### src/rtl/nf10_ipif_bank_ctrl.sv
// IPIF-to-register-bank access controller: decodes one bank per access, issues a one-cycle
// request, waits for the bank ack with timeout. Optional stats via NF10_IPIF_BANK_STATS_EN.
module nf10_ipif_bank_ctrl #(
    parameter int C_S_AXI_DATA_WIDTH = 32,
    parameter int C_S_AXI_ADDR_WIDTH = 32,
    parameter int C_BANK_SEL_BITS    = 2,
    parameter int C_BANK_ADDR_BITS   = 4,
    parameter int C_TIMEOUT          = 64
) (
    input  logic                                                  S_AXI_ACLK,
    input  logic                                                  S_AXI_ARESET,
    input  logic                                                  Bus2IP_CS,
    input  logic                                                  Bus2IP_RNW,
    input  logic [C_S_AXI_ADDR_WIDTH-1:0]                         Bus2IP_Addr,
    input  logic [C_S_AXI_DATA_WIDTH-1:0]                         Bus2IP_Data,
    input  logic [C_S_AXI_DATA_WIDTH/8-1:0]                       Bus2IP_BE,
    output logic [C_S_AXI_DATA_WIDTH-1:0]                         IP2Bus_Data,
    output logic                                                  IP2Bus_RdAck,
    output logic                                                  IP2Bus_WrAck,
    output logic                                                  IP2Bus_Error,
    output logic [(2**C_BANK_SEL_BITS)-1:0]                       bank_req,
    output logic                                                  bank_rnw,
    output logic [C_BANK_ADDR_BITS-1:0]                           bank_addr,
    output logic [C_S_AXI_DATA_WIDTH-1:0]                         bank_wdata,
    output logic [C_S_AXI_DATA_WIDTH/8-1:0]                       bank_be,
    input  logic [(2**C_BANK_SEL_BITS)-1:0]                       bank_ack,
    input  logic [(2**C_BANK_SEL_BITS)*C_S_AXI_DATA_WIDTH-1:0]    bank_rdata
`ifdef NF10_IPIF_BANK_STATS_EN
    ,
    output logic [15:0]                                           err_count,
    output logic [C_S_AXI_ADDR_WIDTH-1:0]                         last_err_addr
`endif
);

    localparam int NUM_BANKS = 2**C_BANK_SEL_BITS;
    localparam int DW        = C_S_AXI_DATA_WIDTH;
    localparam int AW        = C_S_AXI_ADDR_WIDTH;
    localparam int BEW       = C_S_AXI_DATA_WIDTH/8;
    localparam int SEL_LSB   = C_BANK_ADDR_BITS + 2;
    localparam int RANGE_LSB = SEL_LSB + C_BANK_SEL_BITS;
    localparam logic [15:0] TMO_LAST = 16'(C_TIMEOUT - 1);

    typedef enum logic [2:0] {IDLE, ISSUE, WAIT, RESP, HOLD} state_t;

    state_t                      state_q, state_d;
    logic                        rnw_q, rnw_d;
    logic [C_BANK_ADDR_BITS-1:0] off_q, off_d;
    logic [DW-1:0]               wdata_q, wdata_d;
    logic [BEW-1:0]              be_q, be_d;
    logic [C_BANK_SEL_BITS-1:0]  sel_q, sel_d;
    logic [15:0]                 cnt_q, cnt_d;
    logic [DW-1:0]               rdata_q, rdata_d;
    logic                        err_q, err_d;

    // Bits between the bank select field and bit 16 must be clear; higher bits belong to the BAR.
    function automatic logic addr_in_range(input logic [AW-1:0] a);
        addr_in_range = 1'b1;
        for (int i = RANGE_LSB; i < 16 && i < AW; i++) begin
            if (a[i]) addr_in_range = 1'b0;
        end
    endfunction

    always_ff @(posedge S_AXI_ACLK or posedge S_AXI_ARESET) begin
        if (S_AXI_ARESET) begin
            state_q <= IDLE;
            rnw_q   <= 1'b0;
            off_q   <= '0;
            wdata_q <= '0;
            be_q    <= '0;
            sel_q   <= '0;
            cnt_q   <= '0;
            rdata_q <= '0;
            err_q   <= 1'b0;
        end else begin
            state_q <= state_d;
            rnw_q   <= rnw_d;
            off_q   <= off_d;
            wdata_q <= wdata_d;
            be_q    <= be_d;
            sel_q   <= sel_d;
            cnt_q   <= cnt_d;
            rdata_q <= rdata_d;
            err_q   <= err_d;
        end
    end

    always_comb begin
        state_d = state_q;
        rnw_d   = rnw_q;
        off_d   = off_q;
        wdata_d = wdata_q;
        be_d    = be_q;
        sel_d   = sel_q;
        cnt_d   = cnt_q;
        rdata_d = rdata_q;
        err_d   = err_q;
        case (state_q)
            IDLE: begin
                if (Bus2IP_CS) begin
                    rnw_d   = Bus2IP_RNW;
                    off_d   = Bus2IP_Addr[2 +: C_BANK_ADDR_BITS];
                    wdata_d = Bus2IP_Data;
                    be_d    = Bus2IP_BE;
                    sel_d   = Bus2IP_Addr[SEL_LSB +: C_BANK_SEL_BITS];
                    if (!addr_in_range(Bus2IP_Addr)) begin
                        err_d   = 1'b1;
                        rdata_d = '0;
                        state_d = RESP;
                    end else begin
                        state_d = ISSUE;
                    end
                end
            end
            ISSUE: begin
                cnt_d   = '0;
                state_d = Bus2IP_CS ? WAIT : IDLE;
            end
            WAIT: begin
                // An abort takes priority; ack beats a coincident timeout.
                if (!Bus2IP_CS) begin
                    state_d = IDLE;
                end else if (bank_ack[sel_q]) begin
                    if (rnw_q) rdata_d = bank_rdata[int'(sel_q)*DW +: DW];
                    err_d   = 1'b0;
                    state_d = RESP;
                end else if (cnt_q == TMO_LAST) begin
                    if (rnw_q) rdata_d = '0;
                    err_d   = 1'b1;
                    state_d = RESP;
                end else begin
                    cnt_d = cnt_q + 16'd1;
                end
            end
            RESP: state_d = HOLD;
            HOLD: if (!Bus2IP_CS) state_d = IDLE;
            default: state_d = IDLE;
        endcase
    end

    always_comb begin
        for (int i = 0; i < NUM_BANKS; i++) begin
            bank_req[i] = (state_q == ISSUE) && (sel_q == i[C_BANK_SEL_BITS-1:0]);
        end
    end

    assign IP2Bus_RdAck = (state_q == RESP) && rnw_q;
    assign IP2Bus_WrAck = (state_q == RESP) && !rnw_q;
    assign IP2Bus_Data  = rdata_q;
    assign IP2Bus_Error = err_q;
    assign bank_rnw     = rnw_q;
    assign bank_addr    = off_q;
    assign bank_wdata   = wdata_q;
    assign bank_be      = be_q;

`ifdef NF10_IPIF_BANK_STATS_EN
    logic [15:0]   err_cnt_q;
    logic [AW-1:0] last_err_addr_q;

    // CS is still held in RESP, so the live address is the faulting one.
    always_ff @(posedge S_AXI_ACLK or posedge S_AXI_ARESET) begin
        if (S_AXI_ARESET) begin
            err_cnt_q       <= '0;
            last_err_addr_q <= '0;
        end else if (state_q == RESP && err_q) begin
            if (err_cnt_q != 16'hFFFF) err_cnt_q <= err_cnt_q + 16'd1;
            last_err_addr_q <= Bus2IP_Addr;
        end
    end

    assign err_count     = err_cnt_q;
    assign last_err_addr = last_err_addr_q;
`else
    logic unused_addr_bits;
    assign unused_addr_bits = ^Bus2IP_Addr;
`endif

endmodule

### config.mk
export PLATFORM = sky130hd
export DESIGN_NAME = nf10_ipif_bank_ctrl
export DESIGN_NICKNAME = d
export VERILOG_FILES = /design/src/rtl/nf10_ipif_bank_ctrl.sv
export SDC_FILE = /design/constraint.sdc
export NUM_CORES = 1
export LEC_CHECK = 0
export CAP_MARGIN = 40
export CORE_MARGIN = 3
export CORE_UTILIZATION = 38
export CTS_CLUSTER_DIAMETER = 120
export DETAILED_ROUTE_END_ITERATION = 12
export PLACE_DENSITY_LB_ADDON = 0.25
export SLEW_MARGIN = 10
export SYNTH_ARGS = -nofsm -noshare
export SYNTH_HDL_FRONTEND = slang
export SYNTH_SLANG_ARGS = --single-unit
### constraint.sdc
create_clock -name S_AXI_ACLK -period 3.1 [get_ports S_AXI_ACLK]
set_input_delay 0.31 -clock S_AXI_ACLK [delete_from_list [all_inputs] [get_ports S_AXI_ACLK]]
set_output_delay 0.31 -clock S_AXI_ACLK [all_outputs]
set_load 0.005 [all_outputs]
---- Word level (Yosys, flattened, before mapping) ----
Index checks and enable logic that the tools add are counted.
storage, ports and cells
  bits in read-only memories .............. 0
  bits in writable memories ............... 0
  bits of input ports ..................... 204
  logic and storage cells ................. 84
  register bits ........................... 95
  latch bits .............................. 0
  output and inout bits ................... 80
  memories ................................ 0
operators by class
  div/mod/pow operators ................... 0
  bitwise logic cells ..................... 0
  add/subtract/negate cells ............... 1
  mux-type cells .......................... 38
  shift-type cells ........................ 1
  multipliers ............................. 0
  equal/unequal tests ..................... 18
  magnitude comparators ................... 1
  reduce and logical (&&, ||, !) cells .... 16
operators by type and width
  kind                                                  number
  two-way mux 32 bit                                    7
  variable part select 128 x 8 -> 32 bit                1
  case mux 32 bit (2 select lines)                      1
  two-way mux 16 bit                                    3
  case mux 16 bit (2 select lines)                      1
  adder 16 x 1 -> 16 bit, second input constant         1
  equality test 16 x 6 -> 1 bit, second input constant  1
  two-way mux 1 bit                                     16
  two-way mux 3 bit                                     5
  case mux 3 bit (5 select lines)                       1
  != test 2 bit, second input constant                  6
  != test 3 bit, second input constant                  3
  AND reduction 7 bit                                   1
  equality test 3 x 2 -> 1 bit, second input constant   2
  logical AND 1 bit                                     6
  AND reduction 5 bit                                   1
  equality test 2 bit, second input constant            2
  two-way mux 2 bit                                     2
  != test 4 bit, second input constant                  1
  AND reduction 4 bit                                   1
  nonzero test 2 bit                                    2
  equality test 3 x 1 -> 1 bit, second input constant   1
  equality test 3 bit, second input constant            1
  zero test 3 bit                                       1
  other kinds (8)                                       8

---- Depth between registers and ports, before layout ----
Gate-level depths: netlist of the first run.
  word-level depth ........................ 13
  gate-level depth with buffers ........... 7
  depth with buffers taken out ............ 6

---- Worst setup path before layout of the first run ----
OpenSTA, ideal clock, no wires.
  kind .................................... flip-flop to flip-flop
  start point ............................. register sel_q[0]
  end point ............................... register cnt_q[6]
  required time ........................... 3,023 ps
  path slack .............................. 918 ps
  stages on the path, launching flop included .. 6
  arrival ................................. 2,105 ps
  clock period less this slack ............ 2,182 ps
  path through ............................ dfrtp_1 mux4_2 or4_1 clkbuf_2 or4b_1 a21oi_1
between the ends
  longest elaborated chain between the ends .. 4
ends and longest elaborated chain
  what                                     RTL line  source
  start, declared                          50        logic [C_BANK_SEL_BITS-1:0] sel_q, sel_d;
  start signal, assigned                   80        sel_q <= sel_d;
  binary-select mux 1 bit (select 2 bit)   122       end else if (bank_ack[sel_q]) begin
  two-way mux 1 bit (implied by the code)  122
  != test 2 bit (no source line)           --
  AND reduction 4 bit (no source line)     --
  end signal, assigned                     81        cnt_q <= cnt_d;
  end, declared                            51        logic [15:0] cnt_q, cnt_d;
No other way between the ends. The select of a mux whose other input is x is not followed.
A chain may end at the register's enable or synchronous reset.

---- Worst setup path after layout of the first run ----
  start point ............................. register cnt_q[7]
  end point ............................... register rdata_q[19] (netlist: IP2Bus_Data[19])
between the ends
  longest elaborated chain between the ends .. 3
  elaborated cells on any way between the ends .. 4
  classes of those cells .................. 3 x eq/ne; 1 x reduce/logical
ends and longest elaborated chain
  what                                      RTL line  source
  equality test 16 x 6 -> 1 bit (*)         126       end else if (cnt_q == TMO_LAST) begin
  != test 3 bit (no source line)            --
  AND reduction 7 bit (no source line) (*)  --
  end signal, assigned                      82        rdata_q <= rdata_d;
  end, declared                             52        logic [DW-1:0] rdata_q, rdata_d;
Mark *: on every way between the ends. The rest lies on a longest branch, timed or not.

==> results of run 1 <==
flip-flops by register name, summed over array words and instances, names as in the netlist:
signal and flops:
bank_addr 4, state_q 3, bank_be 4, bank_rnw 1, sel_q 2, IP2Bus_Error 1
cnt_q 16, bank_wdata 32, IP2Bus_Data 32
cell type report:
| type | instances | area (um^2) | share of cell area, % |
|---|---|---|---|
| well taps | 168 | 210 | 2.66 |
| clock buffers | 12 | 256 | 3.25 |
| multi-input cells | 205 | 2120 | 26.9 |
| inverters | 36 | 138 | 1.74 |
| flip-flops and latches | 95 | 2380 | 30.2 |
| repair buffers | 273 | 2730 | 34.5 |
| clock inverters | 4 | 53.8 | 0.682 |
worst min-delay path by stage:
stage	startpoint	end	slack, ns
CTS	S_AXI_ARESET	bank_wdata[20]	0.42
global placement	IP2Bus_Data[12]	IP2Bus_Data[12]	0.47
finish	S_AXI_ARESET	bank_wdata[23]	0.40
global route	S_AXI_ARESET	IP2Bus_Data[7]	0.46
detailed placement	IP2Bus_Data[1]	IP2Bus_Data[1]	0.47
floorplan	Bus2IP_Addr[2]	bank_addr[0]	0.46
power by group:
part	switching, mW	internal, mW
combinational	1.03	1.66
sequential	0.265	1.66
clock	0.460	0.671
total	1.75	3.99
per-stage QoR:
step | power, mW | util [%] | area (um^2) | instances
2_1_floorplan | 3.25 | - | 4710 | 358
3_3_place_gp | 4.61 | 62.8 | 7580 | 777
3_5_place_dp | 4.66 | 62.8 | 7580 | 777
4_1_cts | 5.82 | 65.4 | 7890 | 793
5_1_grt | 6.11 | 65.4 | 7890 | 793
6_report | 5.74 | 65.4 | 7890 | 793
cells by family after synthesis:
group           after synthesis  synth area share, %
compound gates               44                 7.63
mux                          76                 26.1
buf+inv                      58                 4.79
fa+ha+maj                     1                0.266
xor+xnor                     11                 2.05
simple gates                 73                 8.67
flops                        95                 50.5
metal layers:
layer / vias up / wire length, um / track usage [%]
met5: - / 0 / 0
met4: 0 / 255 / 6.96
met3: 18 / 1720 / 8.64
met2: 196 / 7520 / 35.9
met1: 1945 / 5380 / 24.3
li1: 1853 / - / -
synthesized netlist by cell type (all sizes together), types with 3 or more instances:
library cell and count:
xnor2 6, clkbuf 18, nand2 8, dfrtp 95, nand4 3, or4 3, o2bb2ai 32, buf 4
and2 4, nor3b 3, nand3 8, inv 36, xor2 5, nor4 4, a21oi 4, and4 4
mux4 33, mux2 43, nor3 7, and3 3, nor2 18
==> impl_metrics.json, run 1 <==
{
  "status": "complete, no violations",
  "rsz0062_at_grt": "false",
  "hold_path.class": "input port to asynchronous set/reset pin",
  "worst_setup_path_end_kind": "register",
  "grt-ovfl-total": 0,
  "grt_pass1_wl_um": 22100,
  "yosysTopAreaCell": "dfrtp_1",
  "hold_violations": 0,
  "port_buffers": 265,
  "dp.final_hpwl_um": 11500,
  "critPathRequiredTime_ns": 3.31,
  "ys_ff_latch": 95,
  "slew_viol_final": 0,
  "startpoint": "cnt_q[7]",
  "mostFrequentLayoutCell": "clkdlybuf4s50_1",
  "ant_nets": 0,
  "core_area_mm2": 0.0121,
  "irDropWorstVdd_v": 0.000563,
  "cts_htree_levels": 3,
  "clk_path_buf_depth": 2,
  "wl_um": 14900,
  "vias_per_cell": 5.06,
  "synthTopCellsByArea": "dfrtp_1 51%, mux4_2 16%, mux2_2 10%",
  "syn-cell-area_mm2": 0.00471,
  "power_density_mw_per_mm2": 727,
  "yosysTopAreaCellShare_pct": 50.5,
  "async_reset_ff_share_pct": 100,
  "synth_top_flop_cell": "dfrtp_1",
  "r2r_cells": 6,
  "synth.avg_cell_area_um2": 13.1,
  "hold_slack_ns": 0.404,
  "num_rows": 40,
  "tightest_slew_ns": 0.917,
  "pre_cts_ws_ns": 0.293,
  "seq_area_frac_synth_pct": 50.5,
  "die_x_um": 117,
  "grt_pass1_vias": 4309,
  "drt_iter0_markers": 163,
  "num_antenna_cells": 0,
  "finalWeightedCongestion": 0.863,
  "ioPinCount": 284,
  "postCtsSetupRepairBufs": 0,
  "maxCapViolCount": 0,
  "grtUsageTotal_pct": 21.1,
  "final_cell_mix": "265 x clkdlybuf4s50_1, 93 x dfrtp_1, 43 x mux2_2",
  "post_drt_wl_per_cell_um": 18.7,
  "worstSetupPathType": "register to register",
  "start_kind": "register",
  "cts_buffers": 9,
  "post_synth_num_cell_types": 38,
  "cp_top_family": "compound AO/OA/AOI/OAI gates",
  "cts_num_sinks": 95,
  "clk_latency_ns": 0.33,
  "start_util_pct": 39.0,
  "r2r-start": "cnt_q[7]",
  "finalSetupTns_ns": 0,
  "crit_chain": "nor4bb_1 > nand4b_1 > a211oi_1 > o31ai_4 > buf_4 > o2bb2ai_1",
  "synth-warning-count": 0,
  "area_growth_pct": 67.6,
  "fin_nets": 825,
  "dr.pass1.iters": 4,
  "cpMaxStageDelayCell": "a211oi_1",
  "clock_skew_ns": 0.00713,
  "cp-endpoint": "IP2Bus_Data[19]",
  "max_freq_ghz": 0.364,
  "ctsHoldBuffers": 0,
  "p_leak_nw": 3.21,
  "dieArea_mm2": 0.0138,
  "worst-path-max-fanout": 18,
  "grt_max_degree": 51,
  "drive_gt1_share_pct": 17.0,
  "cp.buffers_inverters": 1,
  "cts.clk_slew.worst_paths_ns": 0.07,
  "cp.depth": 6,
  "drc": 0,
  "num_vias": 4012,
  "setup_viol": 0,
  "layout_min_cycle_time_ns": 2.75,
  "period_share_pct": 88.7,
  "max_stage_delay_ns": 0.68,
  "syn_inst": 358,
  "cp.arrival_ns": 2.96,
  "die_h_um": 117,
  "synth_edf_count": 0,
  "cts-root-buf": "clkbuf_16",
  "tritoncts": "built",
  "synth_nets": 563,
  "setup_slack_ns": 0.351,
  "cts_resized": 0,
  "slew-limit-headroom_pct": 38.9,
  "n_fill_cell": 940,
  "antenna_found_initial": 0,
  "timing.rr.end": "IP2Bus_Data[19]",
  "r2r_setup_slack_ns": 0.35
}
Note: power is estimated with default switching activity, not from simulation.
==> inputs of run 2 (changes only) <==
--- a/config.mk
+++ b/config.mk
@@ -11,6 +11,7 @@
 export CTS_CLUSTER_DIAMETER = 120
 export DETAILED_ROUTE_END_ITERATION = 12
 export PLACE_DENSITY_LB_ADDON = 0.25
+export SKIP_CTS_REPAIR_TIMING = 1
 export SLEW_MARGIN = 10
 export SYNTH_ARGS = -nofsm -noshare
 export SYNTH_HDL_FRONTEND = slang
==> results of run 2 <==
The final DEF is identical to that of run 1; final timing and power are the same.
==> inputs of run 3 (changes only) <==
--- a/config.mk
+++ b/config.mk
@@ -5,10 +5,12 @@
 export SDC_FILE = /design/constraint.sdc
 export NUM_CORES = 1
 export LEC_CHECK = 0
+export ABC_CLOCK_PERIOD_IN_PS = 3100
 export CAP_MARGIN = 40
 export CORE_MARGIN = 3
 export CORE_UTILIZATION = 38
 export CTS_CLUSTER_DIAMETER = 120
+export CTS_CLUSTER_SIZE = 20
 export DETAILED_ROUTE_END_ITERATION = 12
 export PLACE_DENSITY_LB_ADDON = 0.25
 export SKIP_CTS_REPAIR_TIMING = 1
==> results of run 3 <==
The final DEF is identical to that of run 1; final timing and power are the same.
